<file path="config.mk">
export PLATFORM = sky130hd
export DESIGN_NAME = ps2_key_tracker
export DESIGN_NICKNAME = d
export VERILOG_FILES = /design/src/rtl/ps2_pkg.sv /design/src/rtl/ps2_scancode_parser.sv /design/src/rtl/ps2_key_tracker.sv
export SDC_FILE = /design/constraint.sdc
export NUM_CORES = 1
export LEC_CHECK = 0
export BUFFER_PORTS_ARGS = -buffer_cell sky130_fd_sc_hd__buf_2
export CELL_PAD_IN_SITES_DETAIL_PLACEMENT = 1
export CELL_PAD_IN_SITES_GLOBAL_PLACEMENT = 1
export CORE_MARGIN = 2
export CORE_UTILIZATION = 46
export DETAILED_ROUTE_END_ITERATION = 8
export GPL_TIMING_DRIVEN = 0
export PLACE_DENSITY_LB_ADDON = 0.1
export SLEW_MARGIN = 20
export SYNTH_ARGS = -nofsm -noshare
export SYNTH_HDL_FRONTEND = slang
export SYNTH_SLANG_ARGS = --single-unit
</file>
<file path="constraint.sdc">
create_clock -name Clock -period 4.45 [get_ports Clock]
set_clock_uncertainty 0.05 [all_clocks]
set_input_delay 0.6675 -clock Clock [delete_from_list [all_inputs] [get_ports Clock]]
set_output_delay 0.6675 -clock Clock [all_outputs]
set_load 0.05 [all_outputs]
</file>
<file path="src/rtl/ps2_pkg.sv">
// Shared PS/2 decode definitions: parser state encoding, protocol
// byte constants, key code width and a helper for ignored bytes.
package ps2_pkg;

   localparam int KEY_W = 9;

   localparam logic [7:0] B_00 = 8'h00;
   localparam logic [7:0] B_AA = 8'hAA;
   localparam logic [7:0] B_E0 = 8'hE0;
   localparam logic [7:0] B_E1 = 8'hE1;
   localparam logic [7:0] B_F0 = 8'hF0;
   localparam logic [7:0] B_FA = 8'hFA;
   localparam logic [7:0] B_FE = 8'hFE;
   localparam logic [7:0] B_FF = 8'hFF;

   localparam logic [2:0] SKIP_LEN = 3'd7;

   typedef enum logic [2:0] {
      ST_IDLE,
      ST_EXT,
      ST_BRK,
      ST_EXT_BRK,
      ST_SKIP
   } ps2_state_t;

   // Self-test, ack, resend and error bytes never start a key sequence.
   function automatic logic is_ignored(input logic [7:0] b);
      return (b == B_00) || (b == B_AA) || (b == B_FA) ||
             (b == B_FE) || (b == B_FF);
   endfunction

   // Next state for a byte decoded from IDLE (also used on restart).
   function automatic ps2_state_t idle_next(input logic [7:0] b);
      if (b == B_E0) return ST_EXT;
      if (b == B_F0) return ST_BRK;
      if (b == B_E1) return ST_SKIP;
      return ST_IDLE;
   endfunction

endpackage

</file>
<file path="src/rtl/ps2_scancode_parser.sv">
// PS/2 set-2 sequence parser: folds E0/F0/E1 prefixes into 9-bit codes.
// Ports: Clock, reset (async low), rx_data/rx_valid in; code_o, brk_o,
// done_o (same-cycle decode of the completing byte), seq_error_o
// (registered pulse). Optional macro PS2_SEQ_TIMEOUT_EN adds a
// partial-sequence timeout.
module ps2_scancode_parser
   import ps2_pkg::*;
#(
   parameter int CLOCK_FREQUENCY = 25000000,
   parameter int TIMEOUT_MS      = 2
) (
   input  logic             Clock,
   input  logic             reset,
   input  logic [7:0]       rx_data,
   input  logic             rx_valid,
   output logic [KEY_W-1:0] code_o,
   output logic             brk_o,
   output logic             done_o,
   output logic             seq_error_o
);

   ps2_state_t state_q;
   logic [2:0] skip_q;
   logic       seq_error_q;

`ifdef PS2_SEQ_TIMEOUT_EN
   localparam int TMO_CYCLES = CLOCK_FREQUENCY / 1000 * TIMEOUT_MS;
   logic [31:0] tmo_q;
`endif

   logic is_pfx;
   assign is_pfx = (rx_data == B_E0) || (rx_data == B_F0);

   // Decode is combinational so the key table can register the result
   // on the same edge that consumes the completing byte.
   always_comb begin
      done_o = 1'b0;
      brk_o  = 1'b0;
      code_o = '0;
      if (rx_valid) begin
         unique case (state_q)
            ST_IDLE: begin
               if (!is_pfx && rx_data != B_E1 && !is_ignored(rx_data)) begin
                  done_o = 1'b1;
                  code_o = {1'b0, rx_data};
               end
            end
            ST_EXT: begin
               if (!is_pfx) begin
                  done_o = 1'b1;
                  code_o = {1'b1, rx_data};
               end
            end
            ST_BRK, ST_EXT_BRK: begin
               if (!is_pfx) begin
                  done_o = 1'b1;
                  brk_o  = 1'b1;
                  code_o = {state_q == ST_EXT_BRK, rx_data};
               end
            end
            default: ;
         endcase
      end
   end

   always_ff @(posedge Clock or negedge reset) begin
      if (!reset) begin
         state_q     <= ST_IDLE;
         skip_q      <= '0;
         seq_error_q <= 1'b0;
`ifdef PS2_SEQ_TIMEOUT_EN
         tmo_q       <= '0;
`endif
      end else begin
         seq_error_q <= 1'b0;
         if (rx_valid) begin
            unique case (state_q)
               ST_IDLE: begin
                  state_q <= idle_next(rx_data);
                  if (rx_data == B_E1) skip_q <= SKIP_LEN;
               end
               ST_EXT: begin
                  if (rx_data == B_F0) begin
                     state_q <= ST_EXT_BRK;
                  end else if (rx_data == B_E0) begin
                     seq_error_q <= 1'b1;
                     state_q     <= ST_EXT;
                  end else begin
                     state_q <= ST_IDLE;
                  end
               end
               ST_BRK, ST_EXT_BRK: begin
                  // A stray prefix aborts and restarts the sequence.
                  if (is_pfx) seq_error_q <= 1'b1;
                  state_q <= idle_next(rx_data);
               end
               ST_SKIP: begin
                  if (skip_q <= 3'd1) begin
                     skip_q  <= '0;
                     state_q <= ST_IDLE;
                  end else begin
                     skip_q <= skip_q - 3'd1;
                  end
               end
               default: state_q <= ST_IDLE;
            endcase
         end
`ifdef PS2_SEQ_TIMEOUT_EN
         if (rx_valid || state_q == ST_IDLE) begin
            tmo_q <= '0;
         end else if (tmo_q == 32'(TMO_CYCLES - 1)) begin
            tmo_q       <= '0;
            skip_q      <= '0;
            state_q     <= ST_IDLE;
            seq_error_q <= 1'b1;
         end else begin
            tmo_q <= tmo_q + 32'd1;
         end
`endif
      end
   end

   assign seq_error_o = seq_error_q;

endmodule

</file>
<file path="src/rtl/ps2_key_tracker.sv">
// Held-key table fed by ps2_scancode_parser: tracks up to MAX_KEYS
// pressed keys, reports make/break/repeat events and overflow.
// Ports: Clock, reset (async low), rx_data, rx_valid, key_clear in;
// held_valid, held_keys, newest_key, key_event, event_code,
// event_break, event_repeat, overflow, seq_error out.
// Macro PS2_SEQ_TIMEOUT_EN enables the parser timeout.
module ps2_key_tracker
   import ps2_pkg::*;
#(
   parameter int CLOCK_FREQUENCY = 25000000,
   parameter int MAX_KEYS        = 4,
   parameter int TIMEOUT_MS      = 2
) (
   input  logic                      Clock,
   input  logic                      reset,
   input  logic [7:0]                rx_data,
   input  logic                      rx_valid,
   input  logic                      key_clear,
   output logic [MAX_KEYS-1:0]       held_valid,
   output logic [KEY_W*MAX_KEYS-1:0] held_keys,
   output logic [KEY_W-1:0]          newest_key,
   output logic                      key_event,
   output logic [KEY_W-1:0]          event_code,
   output logic                      event_break,
   output logic                      event_repeat,
   output logic                      overflow,
   output logic                      seq_error
);

   logic [KEY_W-1:0] code;
   logic             brk;
   logic             done;

   ps2_scancode_parser #(
      .CLOCK_FREQUENCY(CLOCK_FREQUENCY),
      .TIMEOUT_MS     (TIMEOUT_MS)
   ) u_parser (
      .Clock      (Clock),
      .reset      (reset),
      .rx_data    (rx_data),
      .rx_valid   (rx_valid),
      .code_o     (code),
      .brk_o      (brk),
      .done_o     (done),
      .seq_error_o(seq_error)
   );

   logic [MAX_KEYS-1:0] valid_q;
   logic [KEY_W-1:0]    keys_q [MAX_KEYS];
   logic [KEY_W-1:0]    newest_q;
   logic [KEY_W-1:0]    ev_code_q;
   logic                ev_q;
   logic                ev_brk_q;
   logic                ev_rep_q;
   logic                ovf_q;

   logic [MAX_KEYS-1:0] hit_vec;
   logic [MAX_KEYS-1:0] free_oh;
   logic                hit;
   logic                full;
   logic                found;

   // Match vector and one-hot lowest free slot.
   always_comb begin
      hit_vec = '0;
      free_oh = '0;
      found   = 1'b0;
      for (int i = 0; i < MAX_KEYS; i++) begin
         hit_vec[i] = valid_q[i] && (keys_q[i] == code);
         if (!valid_q[i] && !found) begin
            free_oh[i] = 1'b1;
            found      = 1'b1;
         end
      end
   end

   assign hit  = |hit_vec;
   assign full = &valid_q;

   always_ff @(posedge Clock or negedge reset) begin
      if (!reset) begin
         valid_q   <= '0;
         for (int i = 0; i < MAX_KEYS; i++) keys_q[i] <= '0;
         newest_q  <= '0;
         ev_code_q <= '0;
         ev_q      <= 1'b0;
         ev_brk_q  <= 1'b0;
         ev_rep_q  <= 1'b0;
         ovf_q     <= 1'b0;
      end else begin
         ev_q <= done;
         if (done) begin
            ev_code_q <= code;
            ev_brk_q  <= brk;
            ev_rep_q  <= !brk && hit;
         end
         // A flush overrides any table update from the same byte.
         if (key_clear) begin
            valid_q  <= '0;
            for (int i = 0; i < MAX_KEYS; i++) keys_q[i] <= '0;
            newest_q <= '0;
            ovf_q    <= 1'b0;
         end else if (done) begin
            if (brk) begin
               for (int i = 0; i < MAX_KEYS; i++) begin
                  if (hit_vec[i]) begin
                     valid_q[i] <= 1'b0;
                     keys_q[i]  <= '0;
                  end
               end
               if (newest_q == code) newest_q <= '0;
            end else if (!hit) begin
               if (full) begin
                  ovf_q <= 1'b1;
               end else begin
                  for (int i = 0; i < MAX_KEYS; i++) begin
                     if (free_oh[i]) begin
                        valid_q[i] <= 1'b1;
                        keys_q[i]  <= code;
                     end
                  end
                  newest_q <= code;
               end
            end
         end
      end
   end

   always_comb begin
      held_keys = '0;
      for (int i = 0; i < MAX_KEYS; i++)
         held_keys[KEY_W*i +: KEY_W] = keys_q[i];
   end

   assign held_valid   = valid_q;
   assign newest_key   = newest_q;
   assign key_event    = ev_q;
   assign event_code   = ev_code_q;
   assign event_break  = ev_brk_q;
   assign event_repeat = ev_rep_q;
   assign overflow     = ovf_q;

endmodule

</file>
* Word-level counts from Yosys, hierarchy flattened
Cells that the tools add are included.
Operators by class: $lt $le $gt $ge 1, $add $sub $neg 1, reduce and logical (&&, ||, !) cells 44, mux-type cells 94, equality and inequality tests 29
Operators with widths (count):
- 2-to-1 mux 36 bit | 5
- 2-to-1 mux 9 bit | 17
- equality test 8 bit (second input constant) | 7
- 2-to-1 mux 1 bit | 48
- equality test 9 bit | 5
- 2-to-1 mux 3 bit | 13
- case mux 9 bit (3 select lines) | 1
- 2-to-1 mux 4 bit | 5
- AND reduction 5 bit | 4
- AND reduction 4 bit | 4
- inequality test 3 x 2 -> 1 bit (second input constant) | 5
- case mux 3 bit (4 select lines) | 1
- logical AND 1 bit | 10
- inequality test 3 bit (second input constant) | 3
- nonzero test 3 bit | 3
- zero test 1 bit | 8
- zero test 8 bit | 1
- 2-to-1 mux 8 bit | 1
- inequality test 8 bit (second input constant) | 1
- equality test 3 x 2 -> 1 bit (second input constant) | 2
- case mux 3 bit (2 select lines) | 1
- nonzero test 2 bit | 3
- logical OR 1 bit | 5
- inequality test 2 x 1 -> 1 bit (second input constant) | 2
- 12 further kinds | 14
Storage, ports and cells: register bits 69, output and inout port bits 63, word-level logic and storage cells 186, input bits 12

* Logic depth before layout (Yosys ltp)
Gate-level depths: netlist (run 1).
depth after elaboration 17, mapped depth 12, mapped depth without buffers 9

* By module
A second synthesis (run 1) with hierarchy kept.
Unflattened totals: cell total of the unflattened synthesis 359, area total of the unflattened synthesis 3756.1 µm²
By module, submodules not included:
- ps2_key_tracker | times used 1, area an instance 3168.0 µm², cells an instance 280, seq. area each 1551.5 µm²
- ps2_scancode_parser | times used 1, area an instance 588.1 µm², cells an instance 79, seq. area each 175.2 µm²

* Least setup slack after synthesis (run 1)
No wires, ideal clock.
kind in2reg, from input rx_data[1], to register newest_q[2] (netlist: newest_key[2]), library setup time 0.122 ns, stages 11, required time 4.278 ns, slack 1.172 ns, data arrival time 3.107 ns, buffers on the path 2, cell sequence buf_6 -> or3_4 -> o311ai_2 -> o41a_4 -> inv_4 -> mux2_4 -> nor4_4 -> nor4_4 -> and3_1 -> buf_6 -> a32o_1
Between the ends: cells in the longest elaborated chain, start to end 15, elaborated cells on any way between the ends 48, those cells by class 15 x eq/ne; 16 x mux; 17 x reduce/logical
Ends and longest elaborated chain:
- from (decl) | RTL line ps2_key_tracker.sv:16 | input logic [7:0] rx_data,
- equality test 8 bit / zero test 8 bit (equally long branches) | RTL line ps2_pkg.sv:28 | return (b == B_00) || (b == B_AA) || (b == B_FA) ||
- logical OR 1 bit (3 in series) | RTL line ps2_pkg.sv:28
- logical OR 1 bit | RTL line ps2_pkg.sv:29 | (b == B_FE) || (b == B_FF);
- zero test 1 bit | RTL line ps2_scancode_parser.sv:43 | if (!is_pfx && rx_data != B_E1 && !is_ignored(rx_data)) begin
- logical AND 1 bit | RTL line ps2_scancode_parser.sv:43
- 2-to-1 mux 8 bit | RTL line ps2_scancode_parser.sv:43
- case mux 9 bit (3 select lines) | RTL line ps2_scancode_parser.sv:41 | unique case (state_q)
- 2-to-1 mux 9 bit | RTL line ps2_scancode_parser.sv:40 | if (rx_valid) begin
- equality test 9 bit / 2-to-1 mux 9 bit (equally long branches) | RTL line ps2_key_tracker.sv:69, ps2_key_tracker.sv:113
- logical AND 1 bit / 2-to-1 mux 9 bit (equally long branches) | RTL line ps2_key_tracker.sv:69, ps2_key_tracker.sv:112
- OR reduction 4 bit / 2-to-1 mux 9 bit (equally long branches) | RTL line ps2_key_tracker.sv:77, ps2_key_tracker.sv:104
- inequality test 3 bit (no source line) / 2-to-1 mux 9 bit (equally long branches)
- AND reduction 4 bit (no source line) / 2-to-1 mux 9 bit (equally long branches)
- to (signal assigned) | RTL line ps2_key_tracker.sv:122 | newest_q <= code;
- to (decl) | RTL line ps2_key_tracker.sv:50 | logic [KEY_W-1:0] newest_q;
Parallel ways exist; a longest one is shown, timed or not. The select of a mux whose other input is x is not followed. A chain may end at the register's enable or synchronous reset.

* Worst setup path in the final report (run 1)
from input rx_data[6], to register keys_q (netlist bit held_keys[16])
Between the ends: cells in the longest elaborated chain, start to end 16, elaborated cells on any way between the ends 49, those cells by class 14 x eq/ne; 17 x mux; 18 x reduce/logical
Ends and longest elaborated chain:
- parallel branches: the longest is 16 deep, another holds case mux 9 bit (3 select lines)
- to (signal, indexed assignment) | RTL line ps2_key_tracker.sv:119 | keys_q[i] <= code;
- to (decl) | RTL line ps2_key_tracker.sv:49 | logic [KEY_W-1:0] keys_q [MAX_KEYS];
Several ways; the timed one is not identified. The select of a mux whose other input is x is not followed.

==> out/summary.md, run 1 <==
The post-cts repair resize count was 0; the vertical die dimension was 97.9 um. After detailed routing, no signal wire sits above met4. Leaving out fill and tap cells, the most frequent cell in the layout is sky130_fd_sc_hd__buf_2. The worst slew slack as a fraction of its limit is 0.486, and the port buffer count is 71. The routed design has 15,000 um of wire. The logs give 1150 um for the sum of met3 wire segment lengths after detailed routing and 42 for the maximum number of pins on one net before global-route repair. The fraction of final layout cells with drive strength greater than 1 works out to 0.251. The highest clock rate came out at 266 MHz.

Remaining antenna violation count: 0. The run gives 325 as the starting DRC count in detailed routing. After synthesis the cells add up to 4060 um^2. Summed over all nets, wire length on met2 after detailed routing comes to 6790 um.

The portion of the post-synthesis area used by sequential elements came out at 0.426. The data required time of the worst path was 4620 ps. The repair_antennas step left the layout with diodes totalling 0. The count of flip-flops with a built-in enable after synthesis is 0, and the detailed-route wire length per cell is 24.8 um. Sort of element at the end of the critical path: a flip-flop. The post-synthesis share of cell area spent on full adders, half adders and majority gates works out to 0.00617. The tools report the number of warnings issued by yosys as 0.

The run gives 23,400 um as the first-pass GRT wire length. The tools report the post-route DRC violation count as 0. The summed negative setup slack over all endpoints was 0 ps; the maximum resistive drop on vdd was 0.309 mV. Setup repair after global routing left no endpoint under its margin. At the later pin of the worst-skew pair, clock insertion delay measures 360 ps. In this run, synthesis produced a sequential element count of 69.

The multiplexer share of the synthesized area works out to 0.0142. For the pin with the worst max-slew slack, the measured transition is 770 ps. Detailed placement finished with a half-perimeter wire length of 10,400 um. After filler insertion, the fill cell instance count of the layout stands at 991. The run gives 0 as the hold violation total from the final report. In this run the power density over the cells is 547 nW/um^2. The static leakage is 0.00219 uW, and the mean number of vias per cell is 6.65.

The routed length on met1 came out at 6440 um. The first detailed-routing pass ran for 7 iterations. Share of the synthesized area in the top cell type: 0.426. The H-tree generated during clock tree synthesis spans 3 levels. The number of setup buffers added after CTS is 0. The path class of the tightest hold or removal check is input pin to async pin. The root buffer selected by CTS is sky130_fd_sc_hd__clkbuf_8. The net count of the finished layout is 507. The netlist uses 76 different library cells. Clock tree synthesis inserted a total of 9 buffers. For the aggregate global routing overflow, the log shows 0. The total number of vias was 4,032; the post-synthesis net count was 424. The worst reg-to-reg setup slack came out at 1020 ps.

During I/O placement, the number of pins put on the boundary was 75. The floorplan has 34 rows. The logs give 0.470 for the initial core utilization and 0 for the count of final max-slew check failures. The post-synthesis average cell area works out to 9.89 um^2.

After synthesis, the cell types taking the most area are sky130_fd_sc_hd__dfrtp_1 43%, sky130_fd_sc_hd__o2bb2ai_1 6.7%, sky130_fd_sc_hd__nand2_1 4.2%, sky130_fd_sc_hd__a22o_1 3.7%, sky130_fd_sc_hd__nor2_1 2.5%. Synthesis handed over a netlist of 410 instances. The floorplan step defined a die boundary enclosing 9580 um^2. Among all flip-flop cells after synthesis, the most frequent one is sky130_fd_sc_hd__dfrtp_1. Core footprint: 8640 um^2. Simple logic cell fraction of the synthesized area: 0.194. The run gives 4,040 as the via count of the first global-routing pass. In the layout the commonest cells are 75 x sky130_fd_sc_hd__buf_2, 69 x sky130_fd_sc_hd__dfrtp_1, 45 x sky130_fd_sc_hd__nand2_1. The clock net in this run drives a total of 69 sinks. Of all nets on the critical path, the largest fanout is 10. sky130_fd_sc_hd__dfrtp_1 takes more of the synthesized area than any other cell. The worst path in the final design needs a cycle of 3750 ps, including I/O delays and setup.

In this run, post-CTS hold repair placed 0 buffers. The initial antenna violation count came out at 0. Data on the critical path arrives at its endpoint at 3920 ps.

TritonCTS built the clock tree. The tool flagged a number of max-cap violations equal to 0. The post-synthesis async set-or-reset flop share came out at 1.00. After synthesis, the largest family of logic cells by area is compound AO/OA/AOI/OAI gates. The fraction of the mapped netlist area in compound gates is 0.292.

Setup violations remaining at the end of the flow were counted as 0. The critical path in this run is classified as input pin to flip-flop. The run finished with clean final reports.

Final period utilization: 0.844. From left edge to right edge, the die measures 97.9 um. STA classifies the critical path startpoint as an input pin.

The longest clock path from root to sink contains 2 buffers. The register clock-pin slew on the reported worst setup and hold paths is 80 ps. The worst hold slack across all endpoints is 179 ps. From synthesis to final layout, the design area changed by 17.6%. The XOR/XNOR share of the synthesized area works out to 0.0173.

The overall routing resource usage is 0.314, and the final RePlAce weighted congestion is 0.912.
-- power breakdown --
part / total [uW] / leakage, uW / switching (uW) / internal, uW
Clock: 546 / 0.0000995 / 270 / 276
Combinational: 1200 / 0.00117 / 835 / 362
Sequential: 867 / 0.000922 / 139 / 728
-- layout make-up --
type | count | area (um^2) | share of cell area
well taps | 108 | 135 | 0.0283
multi-input cells | 297 | 2120 | 0.445
clock inverters | 5 | 60.1 | 0.0126
repair buffers | 72 | 378 | 0.0792
plain buffers | 19 | 108 | 0.0226
clock buffers | 11 | 141 | 0.0296
flip-flops and latches | 69 | 1730 | 0.362
inverters | 25 | 96.3 | 0.0202
-- worst max-delay path, stage by stage --
cell and delay (ps):
sky130_fd_sc_hd__buf_2 130, sky130_fd_sc_hd__clkbuf_1 510, sky130_fd_sc_hd__inv_1 320, sky130_fd_sc_hd__a222oi_1 370
sky130_fd_sc_hd__nor4bb_1 570, sky130_fd_sc_hd__o211ai_1 220, sky130_fd_sc_hd__a2111oi_0 490, sky130_fd_sc_hd__a311o_1 260
sky130_fd_sc_hd__o21ai_2 180, sky130_fd_sc_hd__o2bb2ai_1 200
-- cells by family after synthesis --
logic type | Yosys count
AO/OA/AOI/OAI | 145
XOR/XNOR | 8
adder cells (fa/ha/maj) | 2
buffers and inverters | 44
flip-flops | 69
multiplexers | 5
AND/OR/NAND/NOR | 137
-- layer usage --
metal | global-route usage | vias up
li1 | - | 1730
met1 | 0.431 | 2030
met2 | 0.478 | 222
met3 | 0.0644 | 50
met4 | 0.150 | 0
met5 | 0 | -
-- sequential cells by signal, summed over array words and instances, names as in the netlist --
name	count
u_parser.skip_q	3
overflow	1
held_keys	36
key_event	1
event_repeat	1
held_valid	4
u_parser.seq_error_o	1
newest_key	9
event_break	1
event_code	9
u_parser.state_q	3
-- cell usage after synthesis (3+ instances only) --
cell type and count:
sky130_fd_sc_hd__a21oi_1 18, sky130_fd_sc_hd__nor4_4 3, sky130_fd_sc_hd__nand2b_1 8, sky130_fd_sc_hd__buf_6 4
sky130_fd_sc_hd__o2111ai_1 3, sky130_fd_sc_hd__o221ai_1 6, sky130_fd_sc_hd__nor4_1 4, sky130_fd_sc_hd__a32o_1 4
sky130_fd_sc_hd__o22ai_1 6, sky130_fd_sc_hd__a31oi_1 6, sky130_fd_sc_hd__inv_1 22, sky130_fd_sc_hd__o2bb2ai_1 31
sky130_fd_sc_hd__dfrtp_1 69, sky130_fd_sc_hd__buf_2 5, sky130_fd_sc_hd__clkbuf_1 8, sky130_fd_sc_hd__nor2_1 27
sky130_fd_sc_hd__nand2_1 45, sky130_fd_sc_hd__a22o_1 17, sky130_fd_sc_hd__or4_1 3, sky130_fd_sc_hd__nor2b_1 6
sky130_fd_sc_hd__nand4_1 4, sky130_fd_sc_hd__o21ai_2 5, sky130_fd_sc_hd__nor3_1 7, sky130_fd_sc_hd__xnor2_1 4
sky130_fd_sc_hd__a22oi_1 4, sky130_fd_sc_hd__o21ai_0 12, sky130_fd_sc_hd__xor2_1 4, sky130_fd_sc_hd__nand3_1 7
sky130_fd_sc_hd__o31ai_1 3
-- stage by stage --
step           power (uW)  setup slack (ps)  cells  area (um^2)  utilization
2_1_floorplan        1730              1170    410         4060            -
3_3_place_gp         2010               662    589         4550        0.526
3_5_place_dp         2050               561    590         4570        0.529
4_1_cts              2590               834    606         4770        0.552
5_1_grt              2720               543    606         4770        0.552
6_report             2610               696    606         4770        0.552
-- final timing paths --
kind	startpoint	to	depth (start not counted)
setup / recovery	rx_data[6]	held_keys[16]	10
hold / removal	reset	u_parser.state_q[2]	1
setup reg to reg	u_parser.state_q[2]	held_keys[16]	10
hold reg to reg	event_code[0]	event_code[0]	2
max in group asynchronous	reset	held_keys[4]	2
min in group Clock	event_code[0]	event_code[0]	2
No activity file was read; power rests on OpenSTA's default activity.
==> run 2, diff against run 1 <==
- CORE_UTILIZATION: 46 -> 43
- clock period: 4.45 -> 3.61 ns (I/O delays scaled with it)
==> out/summary.md, run 2 (synthesized netlist as in run 1, its figures left out) <==
The run finished with clean final reports. The run gives 10,200 um^2 (+6.7%) as the overall die area. The fraction of final layout cells with drive strength greater than 1 works out to 0.251 (unchanged). The vertical die dimension was 101 um (+3.3%); the hold violation total from the final report was 0 (unchanged). The maximum resistive drop on vdd is 0.359 mV (+16%), and the highest fanout seen on the critical path is 10 (unchanged).

The initial core utilization is 0.441 (-0.0286). The run gives 3 (unchanged) as the number of levels the H-tree was split into. The via count of the first global-routing pass was 3,922 (-2.9%). The logs give 3540 ps (-380 ps) for the arrival time of the worst setup path and 4 (-3) for the number of iterations in the first detailed-routing pass. The non-filler instance count after layout is 609 (+0.50%), and the number of buffers on the longest clock path is 2 (unchanged).

The mean number of vias per cell came out at 6.40 (-3.9%). The logs give 39 (-7.1%) for the maximum number of pins on one net before global-route repair and 287 (-12%) for the starting DRC count in detailed routing. Walking the worst path, the cells encountered are buf_2 > clkbuf_1 > inv_1 > a222oi_1 > nor4bb_1 > o211ai_1 > a2111oi_0 > a311o_1 > o21ai_2 > o2bb2ai_1. The run gives 75 (unchanged) as the number of placed I/O pins. The number of standard-cell rows in the floorplan is 35 (+2.9%), and the detailed-route wire length per cell is 23.7 um (-4.2%).

The final RePlAce weighted congestion was 0.918 (+0.67%); the final routed wirelength across all metal layers was 14,500 um (-3.7%). The max-cap violation count is 0 (unchanged). TritonCTS built the clock tree. For the worst slew slack as a fraction of its limit, the log shows 0.506 (+0.0204).

The root buffer selected by CTS was sky130_fd_sc_hd__clkbuf_8. The register clock-pin slew on the reported worst setup and hold paths works out to 80 ps (about the same). The summed negative setup slack over all endpoints was 0 ps (unchanged); the signed area change from the synthesized netlist to the final layout was 18.3%. The post-CTS setup buffer count is 0 (unchanged), and the cell count after placement is 593 (+0.51%). The startpoint kind of the worst setup timing path was an input pin.

The number of flip-flops in the largest register came out at 36 (unchanged). Based on the critical path, the design can be clocked at up to 296 MHz. The total power divided by cell area was 681 nW/um^2 (+25%); the post-cts repair resize count was 0 (unchanged).

The tools report the count of final max-slew check failures as 0 (unchanged). The overall routing resource usage was 0.294 (-0.0203); the number of hold-repair buffers added at the cts stage was 0 (unchanged). The top cell types in the final layout, fill and taps aside, are 75 x sky130_fd_sc_hd__buf_2, 69 x sky130_fd_sc_hd__dfrtp_1, 45 x sky130_fd_sc_hd__nand2_1.

The cell type of the slowest stage on the worst timing path is sky130_fd_sc_hd__nor4bb_1. The tools report the number of endpoints failing setup at the final stage as 0 (unchanged). The tools report the number of clock sinks as 69 (unchanged). The logs give 0 (unchanged) for the total inserted antenna cells and 0 (unchanged) for the post-route DRC violation count. The slew of the pin with the lowest slew margin is 739 ps (-30.6 ps). The cell type group with the largest total delay on the critical path was compound AO/OA/AOI/OAI gates. The combined buffer and inverter count along the critical path is 3 (unchanged), and the total number of vias is 3,895 (-3.4%). The core footprint came out at 9200 um^2 (+6.5%). Critical path class: input pin to flip-flop. The sort of element at the end of the critical path is a flip-flop. The path class of the tightest hold or removal check is input pin to async pin. The tools report the post-route core utilization as 0.522 (-0.0307).

The port buffer count is 71 (unchanged). Number of filler instances in the final layout: 1,061 (+7.1%). The smallest clock period supported by the final layout is computed as 3380 ps. For the first-pass GRT wire length, the log shows 22,700 um (-2.9%). The run gives 350 ps (about the same) as the clock insertion delay at the later pin of the skew report.

The number of buffers inserted during clock tree synthesis is 9 (unchanged), and the aggregate global routing overflow is 0 (unchanged). The tools report the count of nets after finishing as 507 (unchanged). The tools report the total half-perimeter wirelength after legalization and detailed placement as 10,300 um (-0.91%).

For the static leakage, the log shows 0.00221 uW (+0.77%). Setup repair after global routing left no endpoint under its margin. The final period utilization is 0.937. Data required time of the worst path: 3770 ps (-850 ps). Die width: 101 um (+3.3%).

The remaining antenna violation count is 0 (unchanged). The largest stage delay on the critical path is 520 ps (-50 ps), and the initial antenna violation count is 0 (unchanged). Leaving out fill and tap cells, the most frequent cell in the layout is sky130_fd_sc_hd__buf_2.
-- run 2: final timing paths --
kind	start	endpoint	slack [ps]	cells after the start
setup / recovery	rx_data[6]	held_keys[17]	230	10
hold / removal	reset	u_parser.skip_q[2]	70	1
setup reg to reg	u_parser.state_q[2]	held_keys[18]	270	11
hold reg to reg	event_break	event_break	420	2
max in group asynchronous	reset	held_keys[35]	2870	2
min in group Clock	rx_valid	u_parser.state_q[1]	410	2
-- run 2: layout make-up --
type | instances | area (um^2) | area share
Clock inverter | 4 | 70.1 | 0.0146
Timing Repair Buffer | 72 | 378 | 0.0788
Inverter | 25 | 96.3 | 0.0201
Tap cell | 111 | 139 | 0.0290
Sequential cell | 69 | 1730 | 0.360
Buffer | 19 | 108 | 0.0224
Multi-Input combinational cell | 297 | 2120 | 0.443
Clock buffer | 12 | 155 | 0.0323
-- run 2: layer usage --
metal  global-route usage  part of all wire  vias to the layer above
met5                    0                 0                        -
met4               0.0790             0.017                        0
met3               0.0485             0.057                       17
met2                0.457              0.46                      149
met1                0.426              0.47                     1991
li1                     -                 -                     1738
-- run 2: power breakdown --
group | switching (uW) | internal (uW)
clock network | 313 | 426
logic | 1020 | 446
registers | 166 | 898
total | 1500 | 1770
-- run 2: metrics by stage --
| step | area, um^2 | hold slack, ps | power [uW] | setup slack (ps) |
|---|---|---|---|---|
| 4_1_cts | 4800 | 80.1 | 3270 | 263 |
| 3_5_place_dp | 4570 | 411 | 2530 | -68.2 |
| 5_1_grt | 4800 | 96.0 | 3430 | 11.4 |
| 2_1_floorplan | 4060 | 196 | 2140 | 458 |
| 6_report | 4800 | 70.5 | 3270 | 229 |
| 3_3_place_gp | 4550 | 405 | 2490 | -3.30 |
==> run 3, diff against run 2 <==
- CORE_ASPECT_RATIO: not set -> 0.7
==> out/summary.md, run 3 (synthesized netlist as in run 1, its figures left out) <==
The post-route core utilization came out at 0.535 (+0.0135). The total number of vias is 3,927 (+0.82%). The tools report the total inserted antenna cells as 0 (unchanged).

Fraction of final layout cells with drive strength greater than 1: 0.250 (-0.00100). The remaining antenna violation count came out at 0 (unchanged). The cell type with the highest occurrence count on the critical path was sky130_fd_sc_hd__a311o_1. The total net switching power was 1530 uW (+1.9%); the final routed wirelength across all metal layers was 14,500 um (+0.35%). The non-filler instance count after layout was 620 (+1.8%); the total power divided by cell area was 699 nW/um^2 (+2.5%). The post-route standard cell area excluding fillers came out at 4870 um^2 (+1.6%). The number of buffers on the longest clock path is 2 (unchanged). The initial antenna violation count is 0 (unchanged), and the highest fanout seen on the critical path is 10 (unchanged). The cell count after placement was 606 (+2.2%). Post-route DRC violation count: 0 (unchanged). In this run the worst setup path terminates at held_keys[13].

The starting DRC count in detailed routing was 441 (+54%); the max-cap violation count was 0 (unchanged). The logs give 82.7 ps (+12.2 ps) for the worst hold slack across all endpoints and 0 (unchanged) for the count of final max-slew check failures. The critical path class was flip-flop to flip-flop. The number of buffers inserted during clock tree synthesis was 9 (unchanged); the data required time of the worst path was 3770 ps (about the same). For the highest clock rate, the log shows 292 MHz (-1.2%). For the aggregate global routing overflow, the log shows 0 (unchanged). The die width was 120 um (+19%). The portion of total power attributed to sequential cells was 0.317 (-0.008). Leaving out fill and tap cells, the most frequent cell in the layout is sky130_fd_sc_hd__buf_2. The slew of the pin with the lowest slew margin was 717 ps (-22.0 ps); the clock share of power was 0.249 (+0.023). The run gives 0.434 (-0.015) as the combinational power share. The combined buffer and inverter count along the critical path came out at 2 (-1). The number of endpoints failing setup at the final stage is 0 (unchanged).

The tools report the number of levels the H-tree was split into as 3 (unchanged). The kind of cell with the highest combined delay along the critical path is compound AO/OA/AOI/OAI gates. In the layout the commonest cells are 75 x sky130_fd_sc_hd__buf_2, 69 x sky130_fd_sc_hd__dfrtp_1, 45 x sky130_fd_sc_hd__nand2_1. The highest metal layer with signal wires was met4.

The worst reg-to-reg setup slack is 190 ps (-80 ps), and the core footprint is 9110 um^2 (-0.97%). The startpoint identified for the worst register-to-register timing path is u_parser.state_q[2]. The arrival time of the worst setup path came out at 3580 ps (+40 ps). The maximum number of pins on one net before global-route repair is 41 (+5.1%), and the vertical die dimension is 85.3 um (-16%). The number of standard-cell rows in the floorplan was 29 (-17%). The logs give 0.445 (+0.00430) for the initial core utilization and 7120 um (+4.9%) for the routed length on met1. The tools report the critical path launch point as u_parser.state_q[2]. The sort of element at the end of the critical path is a flip-flop. The mean number of vias per cell was 6.33 (-0.97%). The total half-perimeter wirelength after legalization and detailed placement was 10,600 um (+2.9%); the internal cell power was 1880 uW (+6.1%). The detailed-route wire length per cell is 23.4 um (-1.4%), and the port buffer count is 71 (unchanged). Setup repair after global routing left no endpoint under its margin. For the post-cts repair resize count, the log shows 0 (unchanged). The register clock-pin slew on the reported worst setup and hold paths came out at 50 ps (-30 ps).

The cell count along the critical path is 10 (unchanged), and the largest stage delay on the critical path is 530 ps (about the same). The cell type of the slowest stage on the worst timing path was sky130_fd_sc_hd__a2111oi_0. The tools report the maximum resistive drop on vdd as 0.402 mV (+12%). In this run the critical register-to-register path is captured at held_keys[13]. The number of hold-repair buffers added at the cts stage came out at 0 (unchanged).

The via count of the first global-routing pass is 3,829 (-2.4%), and the final period utilization is 0.948 (+0.0116). The tools report the number of placed I/O pins as 75 (unchanged). Hold violation total from the final report: 0 (unchanged). TritonCTS built the clock tree. The number of flip-flops in the largest register is 36 (unchanged). For the number of clock sinks, the log shows 69 (unchanged). The placed cell area was 4590 um^2 (+0.36%); the worst reg2reg path depth was 10 (-1). The signal on the critical path passes through buf_2 > nand2b_1 > a311o_1 > o41a_4 > inv_4 > mux2_2 > a2111oi_0 > a311o_1 > o21ai_2 > o2bb2ai_1.

The startpoint kind of the worst setup timing path is a flip-flop. The overall routing resource usage was 0.300 (+0.00556); the time the worst path needs with I/O delays and setup was 3420 ps (+41.8 ps). The run finished with clean final reports. The number of iterations in the first detailed-routing pass is 5 (+1), and the summed negative setup slack over all endpoints is 0 ps (unchanged). The logs give 0 (unchanged) for the post-CTS setup buffer count and 0.841 (-8.3%) for the final RePlAce weighted congestion.

The logs give 340 ps (about the same) for the clock insertion delay at the later pin of the skew report and 0.521 (+0.0147) for the worst slew slack as a fraction of its limit. The logs give 23,000 um (+1.5%) for the first-pass GRT wire length and 507 (unchanged) for the count of nets after finishing. The met2 routed wirelength was 6070 um (-8.2%); the switching part of the total power was 0.449 (-0.00986).

The tightest min-delay check is of the input pin to async pin type. The tools report the static leakage as 0.00224 uW (+1.2%). The overall die area came out at 10,200 um^2 (+0.13%).

Relative to the synthesized area, the layout overhead comes to 20.2%. The tools report the sum of met3 wire segment lengths after detailed routing as 1120 um (+36%). The root buffer selected by CTS was sky130_fd_sc_hd__clkbuf_16.
[run 3: changes by cell type in the layout (fill, tap and decap cells not counted), sizes merged]
cell / delta
clkinv: -1
clkbuf: +1
bufinv: -2
[run 3: worst min-delay path by stage]
stage | end | cells past startpoint
after floorplan | event_break | 0
after global placement | event_code[1] | 2
after detailed placement | event_code[0] | 2
after CTS | u_parser.skip_q[0] | 1
after global routing | u_parser.skip_q[0] | 1
final | u_parser.skip_q[0] | 1
[run 3: metal layers]
metal	vias up	track usage
met4	0	0.0791
met5	-	0
met1	1975	0.460
li1	1753	-
met3	20	0.0638
met2	179	0.424
[run 3: power groups by stage]
stage	clock [uW]	combinational, uW	sequential, uW
final	849	1480	1080
after global routing	901	1580	1100
after CTS	859	1470	1070
after detailed placement	0	1460	1080
after global placement	0	1420	1080
after floorplan	0	722	1410
[run 3: layout make-up]
class,count,area [um^2]
tap,124,155
clock buffer,13,280
fill,1068,4230
inverter,25,96.3
timing repair buffer,72,378
sequential,69,1730
buffer,19,108
multi-input combinational,297,2120
clock inverter,1,5.00
[run 3: through the flow]
stage,setup WS (ps),total power [uW]
finish,187,3410
floorplan,458,2140
global route,40.3,3570
CTS,230,3400
detailed placement,-17.5,2540
global placement,11.9,2500
[run 3: worst reg2reg max path, delay by kind of cell (launching register included)]
| family | cells | cell delay (ps) |
|---|---|---|
| muxes | 1 | 340 |
| AOI/OAI and AO/OA | 6 | 2010 |
| and+or+nand+nor | 1 | 190 |
| DFF | 1 | 350 |
| buffers and inverters | 2 | 350 |
